File: src/rtl/mips_ifetch_queue_if.sv
// mips_ifetch_queue_if
//   Bundles the instruction-fetch queue's memory request/response channel,
//   its decode-side valid/ready channel and the redirect/halt controls.
//   Port summary:
//     mem_req/mem_addr      : fetch request driven by the queue
//     mem_gnt               : request accepted by instruction memory
//     mem_rvalid/mem_rdata  : in-order response from instruction memory
//     id_valid/id_ir/id_npc : queue head presented to decode
//     id_ready              : decode accepts the head
//     redirect_valid/_pc    : taken-branch flush and restart address
//     halt                  : level, stops new requests
//   Modports: master = fetch queue, slave = memory/decode/branch side.
interface mips_ifetch_queue_if #(
  parameter int ADDR_W = 10
) ();
  logic              mem_req;
  logic [ADDR_W-1:0] mem_addr;
  logic              mem_gnt;
  logic              mem_rvalid;
  logic [31:0]       mem_rdata;
  logic              id_valid;
  logic              id_ready;
  logic [31:0]       id_ir;
  logic [31:0]       id_npc;
  logic              redirect_valid;
  logic [ADDR_W-1:0] redirect_pc;
  logic              halt;

  modport master (
    output mem_req, mem_addr, id_valid, id_ir, id_npc,
    input  mem_gnt, mem_rvalid, mem_rdata, id_ready,
           redirect_valid, redirect_pc, halt
  );

  modport slave (
    input  mem_req, mem_addr, id_valid, id_ir, id_npc,
    output mem_gnt, mem_rvalid, mem_rdata, id_ready,
           redirect_valid, redirect_pc, halt
  );
endinterface

File: src/rtl/mips_ifetch_queue.sv
// mips_ifetch_queue
//   Instruction prefetch queue in front of the MIPS32 decode stage. Issues
//   in-order word fetches over req/gnt, collects in-order rvalid responses
//   into a DEPTH-entry FIFO of {instruction, next PC} and presents the head
//   to decode over valid/ready. A taken-branch redirect flushes the FIFO,
//   reloads the fetch/response PCs and marks every outstanding response
//   for discard.
//   Ports:
//     clk  : rising-edge clock
//     rst  : asynchronous active-high reset
//     bus  : mips_ifetch_queue_if.master (memory, decode, redirect, halt)
//   Parameters: DEPTH (power of 2, 2..16), ADDR_W (word-address width),
//     RESET_PC (first fetch word address).
//   Optional feature: define MIPS_IFQ_HLT_STOP_EN to predecode pushed words
//     and stop requesting after an HLT opcode (6'b111111) until redirect.
module mips_ifetch_queue #(
  parameter int DEPTH    = 4,
  parameter int ADDR_W   = 10,
  parameter int RESET_PC = 0
) (
  input logic                 clk,
  input logic                 rst,
  mips_ifetch_queue_if.master bus
);

  localparam int PTR_W = $clog2(DEPTH);
  localparam int CNT_W = PTR_W + 1;
  localparam logic [ADDR_W-1:0] RESET_PC_W = ADDR_W'(RESET_PC);

  logic [ADDR_W-1:0] fetch_pc_q, fetch_pc_d;
  logic [ADDR_W-1:0] resp_pc_q, resp_pc_d;
  logic [CNT_W-1:0]  count_q, count_d;
  logic [CNT_W-1:0]  inflight_q, inflight_d;
  logic [CNT_W-1:0]  drop_q, drop_d;
  logic [PTR_W-1:0]  wr_ptr_q, wr_ptr_d;
  logic [PTR_W-1:0]  rd_ptr_q, rd_ptr_d;
  logic [31:0]       ir_mem_q  [DEPTH];
  logic [31:0]       ir_mem_d  [DEPTH];
  logic [ADDR_W-1:0] npc_mem_q [DEPTH];
  logic [ADDR_W-1:0] npc_mem_d [DEPTH];

  logic credit_ok_s;
  logic req_s;
  logic grant_s;
  logic discard_s;
  logic push_s;
  logic pop_s;
  logic full_s;
  logic hlt_stop_s;

  // Credit check: buffered plus outstanding words never exceed the FIFO,
  // so every response always has a slot waiting for it.
  assign credit_ok_s = ({1'b0, count_q} + {1'b0, inflight_q}) < (CNT_W + 1)'(DEPTH);
  assign req_s       = !rst && !bus.halt && !bus.redirect_valid && credit_ok_s && !hlt_stop_s;
  assign grant_s     = req_s && bus.mem_gnt;
  assign discard_s   = bus.mem_rvalid && (drop_q != {CNT_W{1'b0}});
  assign push_s      = bus.mem_rvalid && !discard_s && !bus.redirect_valid;
  assign pop_s       = (count_q != {CNT_W{1'b0}}) && bus.id_ready && !bus.redirect_valid;
  assign full_s      = (count_q == CNT_W'(DEPTH));

  assign bus.mem_req  = req_s;
  assign bus.mem_addr = fetch_pc_q;
  assign bus.id_valid = (count_q != {CNT_W{1'b0}});
  assign bus.id_ir    = ir_mem_q[rd_ptr_q];
  assign bus.id_npc   = 32'(npc_mem_q[rd_ptr_q]);

  // Next-state for PCs, occupancy counters, pointers and FIFO storage.
  always_comb begin
    fetch_pc_d = fetch_pc_q;
    resp_pc_d  = resp_pc_q;
    count_d    = count_q;
    inflight_d = inflight_q;
    drop_d     = drop_q;
    wr_ptr_d   = wr_ptr_q;
    rd_ptr_d   = rd_ptr_q;
    ir_mem_d   = ir_mem_q;
    npc_mem_d  = npc_mem_q;
    if (bus.redirect_valid) begin
      // Every response still outstanding belongs to the old path, including
      // ones already marked for discard; a response this cycle retires one.
      fetch_pc_d = bus.redirect_pc;
      resp_pc_d  = bus.redirect_pc;
      count_d    = {CNT_W{1'b0}};
      wr_ptr_d   = {PTR_W{1'b0}};
      rd_ptr_d   = {PTR_W{1'b0}};
      inflight_d = inflight_q - CNT_W'(bus.mem_rvalid);
      drop_d     = inflight_q - CNT_W'(bus.mem_rvalid);
    end else begin
      if (grant_s) begin
        fetch_pc_d = fetch_pc_q + ADDR_W'(1);
      end else begin
        fetch_pc_d = fetch_pc_q;
      end
      inflight_d = inflight_q + CNT_W'(grant_s) - CNT_W'(bus.mem_rvalid);
      if (discard_s) begin
        drop_d = drop_q - CNT_W'(1);
      end else begin
        drop_d = drop_q;
      end
      if (push_s) begin
        ir_mem_d[wr_ptr_q]  = bus.mem_rdata;
        npc_mem_d[wr_ptr_q] = resp_pc_q + ADDR_W'(1);
        resp_pc_d           = resp_pc_q + ADDR_W'(1);
        wr_ptr_d            = wr_ptr_q + PTR_W'(1);
      end else begin
        resp_pc_d = resp_pc_q;
        wr_ptr_d  = wr_ptr_q;
      end
      if (pop_s) begin
        rd_ptr_d = rd_ptr_q + PTR_W'(1);
      end else begin
        rd_ptr_d = rd_ptr_q;
      end
      count_d = count_q + CNT_W'(push_s) - CNT_W'(pop_s);
    end
  end

  // State registers with asynchronous reset.
  always_ff @(posedge clk or posedge rst) begin
    if (rst) begin
      fetch_pc_q <= RESET_PC_W;
      resp_pc_q  <= RESET_PC_W;
      count_q    <= {CNT_W{1'b0}};
      inflight_q <= {CNT_W{1'b0}};
      drop_q     <= {CNT_W{1'b0}};
      wr_ptr_q   <= {PTR_W{1'b0}};
      rd_ptr_q   <= {PTR_W{1'b0}};
      for (int i = 0; i < DEPTH; i++) begin
        ir_mem_q[i]  <= 32'h0000_0000;
        npc_mem_q[i] <= {ADDR_W{1'b0}};
      end
    end else begin
      fetch_pc_q <= fetch_pc_d;
      resp_pc_q  <= resp_pc_d;
      count_q    <= count_d;
      inflight_q <= inflight_d;
      drop_q     <= drop_d;
      wr_ptr_q   <= wr_ptr_d;
      rd_ptr_q   <= rd_ptr_d;
      ir_mem_q   <= ir_mem_d;
      npc_mem_q  <= npc_mem_d;
    end
  end

`ifdef MIPS_IFQ_HLT_STOP_EN
  logic hlt_seen_q, hlt_seen_d;

  function automatic logic is_hlt(input logic [31:0] word);
    return (word[31:26] == 6'b111111);
  endfunction

  // HLT latch: set when an HLT word is stored, cleared only by redirect.
  always_comb begin
    if (bus.redirect_valid) begin
      hlt_seen_d = 1'b0;
    end else if (push_s && is_hlt(bus.mem_rdata)) begin
      hlt_seen_d = 1'b1;
    end else begin
      hlt_seen_d = hlt_seen_q;
    end
  end

  // HLT latch register.
  always_ff @(posedge clk or posedge rst) begin
    if (rst) begin
      hlt_seen_q <= 1'b0;
    end else begin
      hlt_seen_q <= hlt_seen_d;
    end
  end

  assign hlt_stop_s = hlt_seen_q;
`else
  assign hlt_stop_s = 1'b0;
`endif

`ifndef SYNTHESIS
  mips_ifetch_queue_chk u_chk (
    .clk  (clk),
    .rst  (rst),
    .push (push_s),
    .full (full_s)
  );
`endif

endmodule

// mips_ifetch_queue_chk
//   Simulation-only protocol checker: a push into a full FIFO means the
//   credit accounting has been broken.
//   Ports: clk, rst, push (word stored this cycle), full (FIFO full).
module mips_ifetch_queue_chk (
  input logic clk,
  input logic rst,
  input logic push,
  input logic full
);
  // Overflow check on every clock outside reset.
  always_ff @(posedge clk) begin
    if (!rst) begin
      assert (!(push && full))
        else $error("mips_ifetch_queue: push into full queue");
    end
  end
endmodule

File: src/flat_wrapper.sv
// flat-port wrapper written by rule: the top's interface ports become plain ports
module mips_ifetch_queue_flat 
#(
  parameter int DEPTH    = 4,
  parameter int ADDR_W   = 10,
  parameter int RESET_PC = 0
)
  (clk, rst, bus_mem_req, bus_mem_addr, bus_id_valid, bus_id_ir, bus_id_npc, bus_mem_gnt, bus_mem_rvalid, bus_mem_rdata, bus_id_ready, bus_redirect_valid, bus_redirect_pc, bus_halt);
  mips_ifetch_queue_if #(.ADDR_W(ADDR_W)) bus_i ();
  input logic clk;
  input logic rst;
  output wire logic [$bits(bus_i.mem_req)-1:0] bus_mem_req;
  output wire logic [$bits(bus_i.mem_addr)-1:0] bus_mem_addr;
  output wire logic [$bits(bus_i.id_valid)-1:0] bus_id_valid;
  output wire logic [$bits(bus_i.id_ir)-1:0] bus_id_ir;
  output wire logic [$bits(bus_i.id_npc)-1:0] bus_id_npc;
  input wire logic [$bits(bus_i.mem_gnt)-1:0] bus_mem_gnt;
  input wire logic [$bits(bus_i.mem_rvalid)-1:0] bus_mem_rvalid;
  input wire logic [$bits(bus_i.mem_rdata)-1:0] bus_mem_rdata;
  input wire logic [$bits(bus_i.id_ready)-1:0] bus_id_ready;
  input wire logic [$bits(bus_i.redirect_valid)-1:0] bus_redirect_valid;
  input wire logic [$bits(bus_i.redirect_pc)-1:0] bus_redirect_pc;
  input wire logic [$bits(bus_i.halt)-1:0] bus_halt;
  assign bus_mem_req = bus_i.mem_req;
  assign bus_mem_addr = bus_i.mem_addr;
  assign bus_id_valid = bus_i.id_valid;
  assign bus_id_ir = bus_i.id_ir;
  assign bus_id_npc = bus_i.id_npc;
  assign bus_i.mem_gnt = bus_mem_gnt;
  assign bus_i.mem_rvalid = bus_mem_rvalid;
  assign bus_i.mem_rdata = bus_mem_rdata;
  assign bus_i.id_ready = bus_id_ready;
  assign bus_i.redirect_valid = bus_redirect_valid;
  assign bus_i.redirect_pc = bus_redirect_pc;
  assign bus_i.halt = bus_halt;
  mips_ifetch_queue #(.DEPTH(DEPTH), .ADDR_W(ADDR_W), .RESET_PC(RESET_PC)) u_core (.clk(clk), .rst(rst), .bus(bus_i));
endmodule
File: config.mk
export PLATFORM = sky130hd
export DESIGN_NAME = mips_ifetch_queue_flat
export DESIGN_NICKNAME = d
export VERILOG_FILES = /design/src/rtl/mips_ifetch_queue_if.sv /design/src/rtl/mips_ifetch_queue.sv /design/src/flat_wrapper.sv
export SDC_FILE = /design/constraint.sdc
export NUM_CORES = 1
export LEC_CHECK = 0
export CAP_MARGIN = 20
export CORE_ASPECT_RATIO = 1.75
export CORE_MARGIN = 10
export CORE_UTILIZATION = 60
export CTS_CLUSTER_DIAMETER = 150
export DETAILED_ROUTE_END_ITERATION = 16
export PLACE_DENSITY = 0.82
export REMOVE_ABC_BUFFERS = 1
export SLEW_MARGIN = 0
export SYNTH_ARGS = -nofsm -noshare
export SYNTH_HDL_FRONTEND = slang
export SYNTH_HIERARCHICAL = 1
export SYNTH_SLANG_ARGS = --single-unit
File: constraint.sdc
create_clock -name clk -period 24.3 [get_ports clk]
set_input_delay 7.29 -clock clk [delete_from_list [all_inputs] [get_ports clk]]
set_output_delay 7.29 -clock clk [all_outputs]
set_load 0.01 [all_outputs]
==> impl_metrics.toml, run 1 <==
[outcome]
status = "finished clean"

[synthesis]
yosysSeqAreaShare_pct = 53.7
ys_ff_latch = 201
synthTopCellsByArea = "dfrtp_1 54%, mux2_2 16%, mux4_2 10%"
synth_top_cell_area_share_pct = 53.7
synth_largest_area_cell = "dfrtp_1"
yosysMostFrequentCell = "dfrtp_1"
synth-async-reset-ratio_pct = 100
synthCells = 694
ys.flop_type = "dfrtp_1"
yosys_warnings = 6
yosysUniqueCellTypes = 48
synthTopCellsByCount = "201 x dfrtp_1, 133 x mux2_2, 62 x nand2_1, 51 x o21ai_0, 42 x mux4_2"
avgSynthCellArea_um2 = 13.5
netlist_area_um2 = 9360
synth_enable_flop_cells = 0

[cts]
cts.repair.resized = 0
numCtsBuffers = 18
hold_buffers = 0
post_cts.repair.setup_buffers = 0
cts_root_buf = "clkbuf_16"
clkSinkCount = 201
clkSlewWorstSetupHoldPaths_ns = 0.07
htreeDepth = 1
clock_latency_ns = 0.47
cts_max_path_buffers = 3
cts_tree = "done"

[worst_setup_path]
crit_fanout = 39
arrival_ns = 9.08
reg2reg_slack_ns = 21.29
required_ns = 17.01
cp-end-kind = "output pin"
start_kind = "input port"
path_class = "input port to output pin"

[floorplanning]
rows = 60
coreArea_um2 = 15400
dieArea_um2 = 21200
start_util_pct = 60.8
die_w_um = 114
num_io_pins = 125
die_h_um = 185

[timing]
slew_headroom_pct = 40.9
fin_setup_tns_ns = 0
min_period_ns = 16.37
finalHoldViolations = 0
finalCritPeriodShare_pct = 67.4
finalClockSkew_ns = 0.00751
setup_viol_count_final = 0
tightest_slew_ns = 0.886
hold_ws_ns = 0.478
drv_slew = 0
clock.fmax_ghz = 0.0611
grt_setup_unrepaired = "no"

[pwr]
power_density_nw_per_um2 = 101
peakVddDrop_v = 0.0000581
power.total_w = 0.00112
power_leakage_nw = 5.02

[flow_run]
maxCapViolations = 0

[placed_design]
dp_hpwl_mm = 13.3
placed_cells = 950
gp_congestion = 0.797
port_buffers = 102

[drt]
routed_via_density = 5.83
drt-total-wl_mm = 20.1
antenna_left = 0
drt_iter0_markers = 291
dr.pass1.iters = 5
wire_per_inst_um = 20.4
drc_errors = 0
num_vias = 5728

[global_routing]
overflow = 0
grt_pass1_wl_mm = 33.2
grt_pass1_vias = 6439
grt_start_max_net_pins = 132
grt_antenna_before_repair = 1
grt_util_all_layers_pct = 19.2

[layout]
fin_nets = 852
layout.cells.non_filler = 982
area_growth_pct = 17.7
drive_gt1_share_pct = 28.3

[worst_hold_path]
hold_class = "flop to flop"
## through the flow
step / setup WS (ns) / util, % / cell area (um^2)
4_1_cts: 7.92 / 71.5 / 11000
3_5_place_dp: 7.94 / 67.7 / 10400
6_report: 7.93 / 71.6 / 11000
3_3_place_gp: 7.96 / 67.7 / 10400
2_1_floorplan: 9.19 / - / 9090
5_1_grt: 7.83 / 71.6 / 11000
## per-layer routing
| layer | global-route usage [%] | wire, um | vias up | share of wire, % |
|---|---|---|---|---|
| met5 | 0 | 0 | - | 0 |
| met4 | 6.64 | 463 | 0 | 2.3 |
| met3 | 3.11 | 873 | 30 | 4.4 |
| met2 | 35.3 | 11200 | 143 | 56 |
| met1 | 21.6 | 7500 | 2943 | 37 |
| li1 | - | - | 2612 | - |
## registers in the layout, indices dropped and copies added, names as in the netlist
name and flops:
u_core/resp_pc_q 10, u_core/rd_ptr_q 2, u_core/drop_q 3, u_core/wr_ptr_q 2
u_core/count_q 3, u_core/ir_mem_q 128, u_core/inflight_q 3, u_core/npc_mem_q 40
u_core/bus.mem_addr 10
## logic make-up after synthesis
logic type	after synthesis	share of synthesized area (%)
and+or+nand+nor	117	5.89
muxes	178	26.4
adders and majority gates	18	2.57
other	1	0.0400
DFF	201	53.7
buffers and inverters	81	4.64
AOI/OAI and AO/OA	72	4.30
xor gates and xnor gates	26	2.43
## report_power, final
part	internal (W)	total [W]	switching, W
combinational	0.000225	0.000387	0.000162
clock	0.000165	0.000282	0.000117
sequential	0.000404	0.000447	0.0000434
total	0.000794	0.00112	0.000323
## layout make-up
type	count	area, um^2
diodes	1	2.50
fillers	1046	4360
inverters	21	88.8
multi-input cells	433	3990
clock inverters	4	45.0
repair buffers	110	1090
clock buffers	26	542
flip-flops and latches	201	5030
well taps	186	233
## final timing paths
kind	startpoint	to	cells past startpoint
max	bus_redirect_valid	bus_mem_req	5
min	u_core/npc_mem_q[13]	u_core/npc_mem_q[13]	2
max reg2reg	u_core/count_q[2]	u_core/inflight_q[2]	11
min reg2reg	u_core/npc_mem_q[13]	u_core/npc_mem_q[13]	2
max in group asynchronous	rst	u_core/rd_ptr_q[1]	3
min in group asynchronous	rst	u_core/bus.mem_addr[0]	2
## cells in the final DEF (no fill, tap or decap), types with 3 or more instances in the layout
master,Yosys,layout
inv_1,19,18
clkbuf_8,1,4
o211ai_1,3,3
mux2i_1,3,3
clkinv_2,0,3
or3_1,3,3
conb_1,1,22
clkbuf_1,18,3
nand3_1,8,8
nand4_1,3,3
xor2_1,9,9
clkbuf_16,0,19
a21oi_1,6,6
o21ai_0,51,51
nand2_1,62,58
mux4_2,42,42
dfrtp_1,201,199
nand2b_1,3,3
a31oi_1,3,3
clkdlybuf4s50_1,0,102
buf_4,22,7
nor2_1,16,16
mux2_2,133,133
ha_1,16,16
nand2_2,0,4
nor3_1,7,7
xnor2_1,17,17
## worst max-delay path, cell delays in order
cell	delay [ns]
clkdlybuf4s50_1	0.39
buf_4	0.24
nor4_2	0.37
and3_2	0.23
clkdlybuf4s50_1	0.53
Note: power is estimated with default switching activity, not from simulation.
==> run 2: changes to the inputs <==
- CORE_UTILIZATION: 60 -> 55
- PLACE_DENSITY: 0.82 -> 0.76
- clock period: 24.3 -> 17 ns (I/O delays scaled with it)
==> run 2 against run 1 <==
  * Worst hold slack worse by 0.0031 ns
  * Critical path type unchanged
  * Wire length is 0.73% lower
  * Sequential cell count stayed put
  * Critical path depth stayed put
  * Combinational power is 34% higher
  * Non-clock buffer count is 1 lower
  * Clock skew is 0.00054 ns higher
  * Final cell count is 4.4% higher
  * Largest power group unchanged
  * Register-to-register slack worse by 7.2 ns
  * Sequential share of layout area is 0.30 points lower
  * Power is 44% higher
  * Largest cell class unchanged
==> impl_metrics.toml, run 2 (synthesized netlist as in run 1, its figures left out) <==
[layout]
final_common_cell = "dfrtp_1"
layout.cells.non_filler = 1025
design_area_um2 = 11100
area_growth_pct = 18.6
fin_nets = 853
antenna_cells = 0
largest_reg_flops = 128
top_regs = "u_core/ir_mem_q: 128 flops, u_core/npc_mem_q: 40 flops"
largest_register = "u_core/ir_mem_q"
final_cell_mix = "199 x dfrtp_1, 133 x mux2_2, 102 x clkdlybuf4s50_1"
drive_gt1_share_pct = 28.2
n_fill_cell = 1287

[global_routing]
grt_start_max_net_pins = 126
overflow = 0
grt_pass1_vias = 6509
grt_pass1_wl_mm = 33.2
grt_util_all_layers_pct = 17.6
grt_antenna_before_repair = 0

[worst_hold_path]
hold_class = "flop to flop"
holdPathEnd = "u_core/npc_mem_q[22]"
min-delay-start = "u_core/npc_mem_q[22]"
hold_depth = 2

[floorplanning]
rows = 63
dieArea_um2 = 22900
coreArea_um2 = 16900
die_h_um = 193
die_w_um = 119
num_io_pins = 125
start_util_pct = 55.5

[timing]
grt_setup_unrepaired = "no"
slew_headroom_pct = 37.1
fin_setup_tns_ns = 0
finalClockSkew_ns = 0.00805
worst_slack_ns = 5.00
drv_slew = 0
setup_viol_count_final = 0
finalCritPeriodShare_pct = 70.6
tightest_slew_ns = 0.944
finalHoldViolations = 0
min_period_ns = 12.00
clock.fmax_ghz = 0.0833

[placed_design]
port_buffers = 102
dp_slack_ns = 4.99
gp_congestion = 0.768
dp_hpwl_mm = 13.3
placed_cells = 991
placed_area_um2 = 10500

[worst_setup_path]
required_ns = 11.90
r2r_start = "u_core/count_q[2]"
crit_fanout = 39
cp-end-kind = "output pin"
worst-path-buf-inv = 3
arrival_ns = 6.90
rr_worst_depth = 11
r2r-end = "u_core/inflight_q[2]"
cp_slowest_cell = "clkdlybuf4s50_1"
reg2reg_slack_ns = 14.08
critPathMostFrequentCell = "clkdlybuf4s50_1"
start_kind = "input port"
slowest_delay_ns = 0.55
path_class = "input port to output pin"
cp_cell_sequence = "clkdlybuf4s50_1 -> buf_4 -> nor4_2 -> and3_2 -> clkdlybuf4s50_1"
cpLargestDelayFamily = "buffers and inverters"

[cts]
hold_buffers = 0
htreeDepth = 1
cts_tree = "done"
cts_max_path_buffers = 3
clock_latency_ns = 0.48
clkSlewWorstSetupHoldPaths_ns = 0.06
cts_root_buf = "clkbuf_16"
numCtsBuffers = 20
clkSinkCount = 201
cts.repair.resized = 0
post_cts.repair.setup_buffers = 0

[pwr]
internal-power_w = 0.00114
power_density_nw_per_um2 = 145
netSwitchingPower_w = 0.000460
power_leakage_nw = 5.03
netSwitchingFraction_pct = 28.6
p_clk_share_pct = 26.4
power.total_w = 0.00160
seqPwrFrac_pct = 41.2
peakVddDrop_v = 0.0000931
combPwrFrac_pct = 32.4

[flow_run]
maxCapViolations = 0

[drt]
drc_errors = 0
drt_iter0_markers = 312
wire_per_inst_um = 19.4
num_vias = 5690
routed_via_density = 5.55
wl_met2_mm = 11.4
highest_layer = "met4"
wl_met3_um = 845
dr.pass1.iters = 4
m1WireLength_mm = 7.30
drt-total-wl_mm = 19.9
antenna_left = 0

[outcome]
status = "finished clean"
[run 2: cell types whose count changed in the layout (fill, tap and decap cells not counted), sizes merged]
| cell | before | now |
|---|---|---|
| clkinv | 4 | 2 |
| bufinv | 1 | 0 |
| inv | 20 | 21 |
| diode | 1 | 0 |
| clkbuf | 26 | 32 |
| buf | 8 | 7 |
[run 2: metal layers]
metal  track usage [%]  vias to the layer above
met3              3.37                       30
met1              18.7                     2920
met5                 0                        -
met4              4.72                        0
met2              34.2                      114
li1                  -                     2626
[run 2: worst max-delay path by stage]
stage	from	endpoint	slack [ns]	depth (start not counted)
2_1_floorplan	bus_redirect_valid	bus_mem_req	6.27	2
3_3_place_gp	bus_redirect_valid	bus_mem_req	5.05	5
3_5_place_dp	bus_redirect_valid	bus_mem_req	4.99	5
4_1_cts	bus_redirect_valid	bus_mem_req	4.98	5
5_1_grt	bus_redirect_valid	bus_mem_req	4.90	5
6_report	bus_redirect_valid	bus_mem_req	5.00	5
[run 2: stage by stage]
step                util, %  hold WS [ns]
floorplan                 -         0.445
detailed placement     62.1         0.467
finish                 65.8         0.475
global route           65.8         0.497
global placement       62.1         0.456
CTS                    65.8         0.480
[run 2: worst register-to-register path: stages (launching register included)]
cell	delay, ns
dfrtp_1	0.40
ha_1	0.29
nor2_1	0.16
and4_1	0.43
inv_4	0.13
ha_1	0.30
inv_1	0.04
ha_1	0.19
fa_1	0.40
xor2_1	0.15
o21ai_0	0.18
xor2_1	0.16
[run 2: final cells by class]
type	instances	area (um^2)	area share, %
sequential	201	5030	45.3
inverter	21	88.8	0.800
clock inverter	2	16.3	0.146
tap	227	284	2.56
multi-input combinational	433	3990	35.9
timing repair buffer	109	1070	9.67
clock buffer	32	617	5.56
[run 2: power groups by stage]
stage / Sequential, W / Combinational (W) / Clock, W
floorplan: 0.000646 / 0.000310 / 0
global placement: 0.000662 / 0.000512 / 0
detailed placement: 0.000673 / 0.000528 / 0
CTS: 0.000665 / 0.000532 / 0.000434
global route: 0.000679 / 0.000566 / 0.000456
finish: 0.000661 / 0.000520 / 0.000423
==> run 3: changes to the inputs <==
- CORE_UTILIZATION: 55 -> 50
- PLACE_DENSITY: 0.76 -> 0.72
- clock period: 17 -> 10.9 ns (I/O delays scaled with it)
==> run 3 against run 2 <==
  * Final cell count rose by 0.98%
  * Clock skew up 0.015 ns
  * Critical path type unchanged
  * Count of clock-buffer cells in the layout is 7 lower
  * Largest cell class unchanged
  * Die area rose by 8.6%
  * Global-route usage decreased by 1.4 points
==> impl_metrics.toml, run 3 (synthesized netlist as in run 1, its figures left out) <==
[worst_setup_path]
arrival_ns = 5.05
start_kind = "input port"
slowest_delay_ns = 0.53
cp_slowest_cell = "clkdlybuf4s50_1"
cp-end-kind = "output pin"
cp_cell_sequence = "clkdlybuf4s50_1 -> buf_4 -> nor4_2 -> and3_2 -> clkdlybuf4s50_1"
crit_fanout = 39
critPathMostFrequentCell = "clkdlybuf4s50_1"
reg2reg_slack_ns = 7.98
required_ns = 7.63
cpLargestDelayFamily = "buffers and inverters"
worst-path-buf-inv = 3
path_class = "input port to output pin"

[drt]
num_vias = 5736
dr.pass1.iters = 5
routed_via_density = 5.54
antenna_left = 0
wire_per_inst_um = 19.1
drt_iter0_markers = 334
drt-total-wl_mm = 19.8
drc_errors = 0

[worst_hold_path]
hold_class = "flop to flop"

[cts]
clock_latency_ns = 0.49
cts_max_path_buffers = 3
post_cts.repair.setup_buffers = 0
cts_tree = "done"
clkSlewWorstSetupHoldPaths_ns = 0.06
cts_root_buf = "clkbuf_16"
hold_buffers = 0
cts.repair.resized = 0
numCtsBuffers = 19
htreeDepth = 1
clkSinkCount = 201

[pwr]
netSwitchingPower_w = 0.000719
internal-power_w = 0.00178
power_leakage_nw = 5.04
seqPwrFrac_pct = 41.3
netSwitchingFraction_pct = 28.8
combPwrFrac_pct = 32.7
peakVddDrop_v = 0.000135
p_clk_share_pct = 25.9
power_density_nw_per_um2 = 224

[floorplanning]
die_w_um = 123
dieArea_um2 = 24800
die_h_um = 201
start_util_pct = 50.6
num_io_pins = 125
coreArea_um2 = 18500
rows = 66

[placed_design]
port_buffers = 102
gp_congestion = 0.786
dp_hpwl_mm = 13.0

[layout]
largest_register = "u_core/ir_mem_q"
drive_gt1_share_pct = 28.7
ff_latch_area_um2 = 5030
multi_input_area_um2 = 3990
area_growth_pct = 18.8
top_regs = "u_core/ir_mem_q: 128 flops, u_core/npc_mem_q: 40 flops"
antenna_cells = 0
final_cell_mix = "199 x dfrtp_1, 133 x mux2_2, 102 x clkdlybuf4s50_1"
n_fill_cell = 1501
largest_reg_flops = 128
final_common_cell = "dfrtp_1"
fin_nets = 853

[global_routing]
grt_pass1_vias = 6504
top_usage_layer = "met2"
grt_util_all_layers_pct = 16.2
grt_antenna_before_repair = 0
grt_pass1_wl_mm = 32.7
overflow = 0
met3_usage_pct = 2.90
grt_start_max_net_pins = 113
use_met1_pct = 18.0
grt_use_met2_pct = 29.9

[timing]
grt_setup_unrepaired = "no"
finalHoldViolations = 0
hold_ws_ns = 0.476
fin_setup_tns_ns = 0
finalClockSkew_ns = 0.0229
finalCritPeriodShare_pct = 76.4
setup_viol_count_final = 0
slew_headroom_pct = 38.2
min_period_ns = 8.32
drv_slew = 0
clock.fmax_ghz = 0.120
tightest_slew_ns = 0.927

[flow_run]
maxCapViolations = 0

[outcome]
status = "finished clean"
-- run 3: cell types whose count changed in the layout (fill, tap and decap cells not counted) --
cell,before,now
clkbuf_1,6,1
clkinv_2,1,5
clkbuf_16,21,19
buf_16,0,1
bufinv_16,0,1
inv_6,0,1
inv_8,2,1
-- run 3: worst register-to-register path, stage by stage (launching register included) --
cell     delay, ns
dfrtp_1       0.45
ha_1          0.31
nand3_1       0.11
and4_1        0.43
inv_4         0.13
ha_1          0.30
inv_1         0.04
ha_1          0.18
fa_1          0.38
xor2_1        0.15
o21ai_0       0.21
xor2_1        0.16
-- run 3: path summary, 6_finish.rpt --
check | cells past startpoint | from | to
min reg2reg | 2 | u_core/npc_mem_q[17] | u_core/npc_mem_q[17]
max | 5 | bus_redirect_valid | bus_mem_req
max in group asynchronous | 4 | rst | u_core/rd_ptr_q[0]
max reg2reg | 11 | u_core/count_q[1] | u_core/inflight_q[2]
min in group asynchronous | 2 | rst | u_core/count_q[2]
min | 2 | u_core/npc_mem_q[17] | u_core/npc_mem_q[17]
-- run 3: cell type report --
type / count / area share [%]
multi-input cells: 433 / 35.9
flip-flops and latches: 201 / 45.3
clock buffers: 25 / 4.93
repair buffers: 110 / 9.90
clock inverters: 7 / 0.574
inverters: 21 / 0.799
well taps: 238 / 2.68
-- run 3: metal layers --
layer / part of all wire [%] / vias to the layer above / wire length, um
met5: 0 / - / 0
li1: - / 2604 / -
met3: 4.9 / 14 / 963
met2: 56 / 132 / 11100
met4: 1.5 / 0 / 306
met1: 38 / 2986 / 7420
-- run 3: per-stage QoR --
step	total power, W	cells	area (um^2)	worst slack, ns	utilization, %
5_1_grt	0.00264	1035	11100	2.53	60.1
3_3_place_gp	0.00184	1002	10500	2.59	56.7
4_1_cts	0.00253	1034	11100	2.58	60.0
6_report	0.00249	1035	11100	2.58	60.1
3_5_place_dp	0.00188	1002	10500	2.59	56.7
2_1_floorplan	0.00149	655	9090	2.15	-
-- run 3: power by group through the flow --
| stage | registers, W | logic [W] | clock network, W |
|---|---|---|---|
| global placement | 0.00103 | 0.000803 | 0 |
| global route | 0.00106 | 0.000886 | 0.000695 |
| detailed placement | 0.00105 | 0.000830 | 0 |
| floorplan | 0.00101 | 0.000483 | 0 |
| finish | 0.00103 | 0.000817 | 0.000647 |
| CTS | 0.00104 | 0.000833 | 0.000666 |
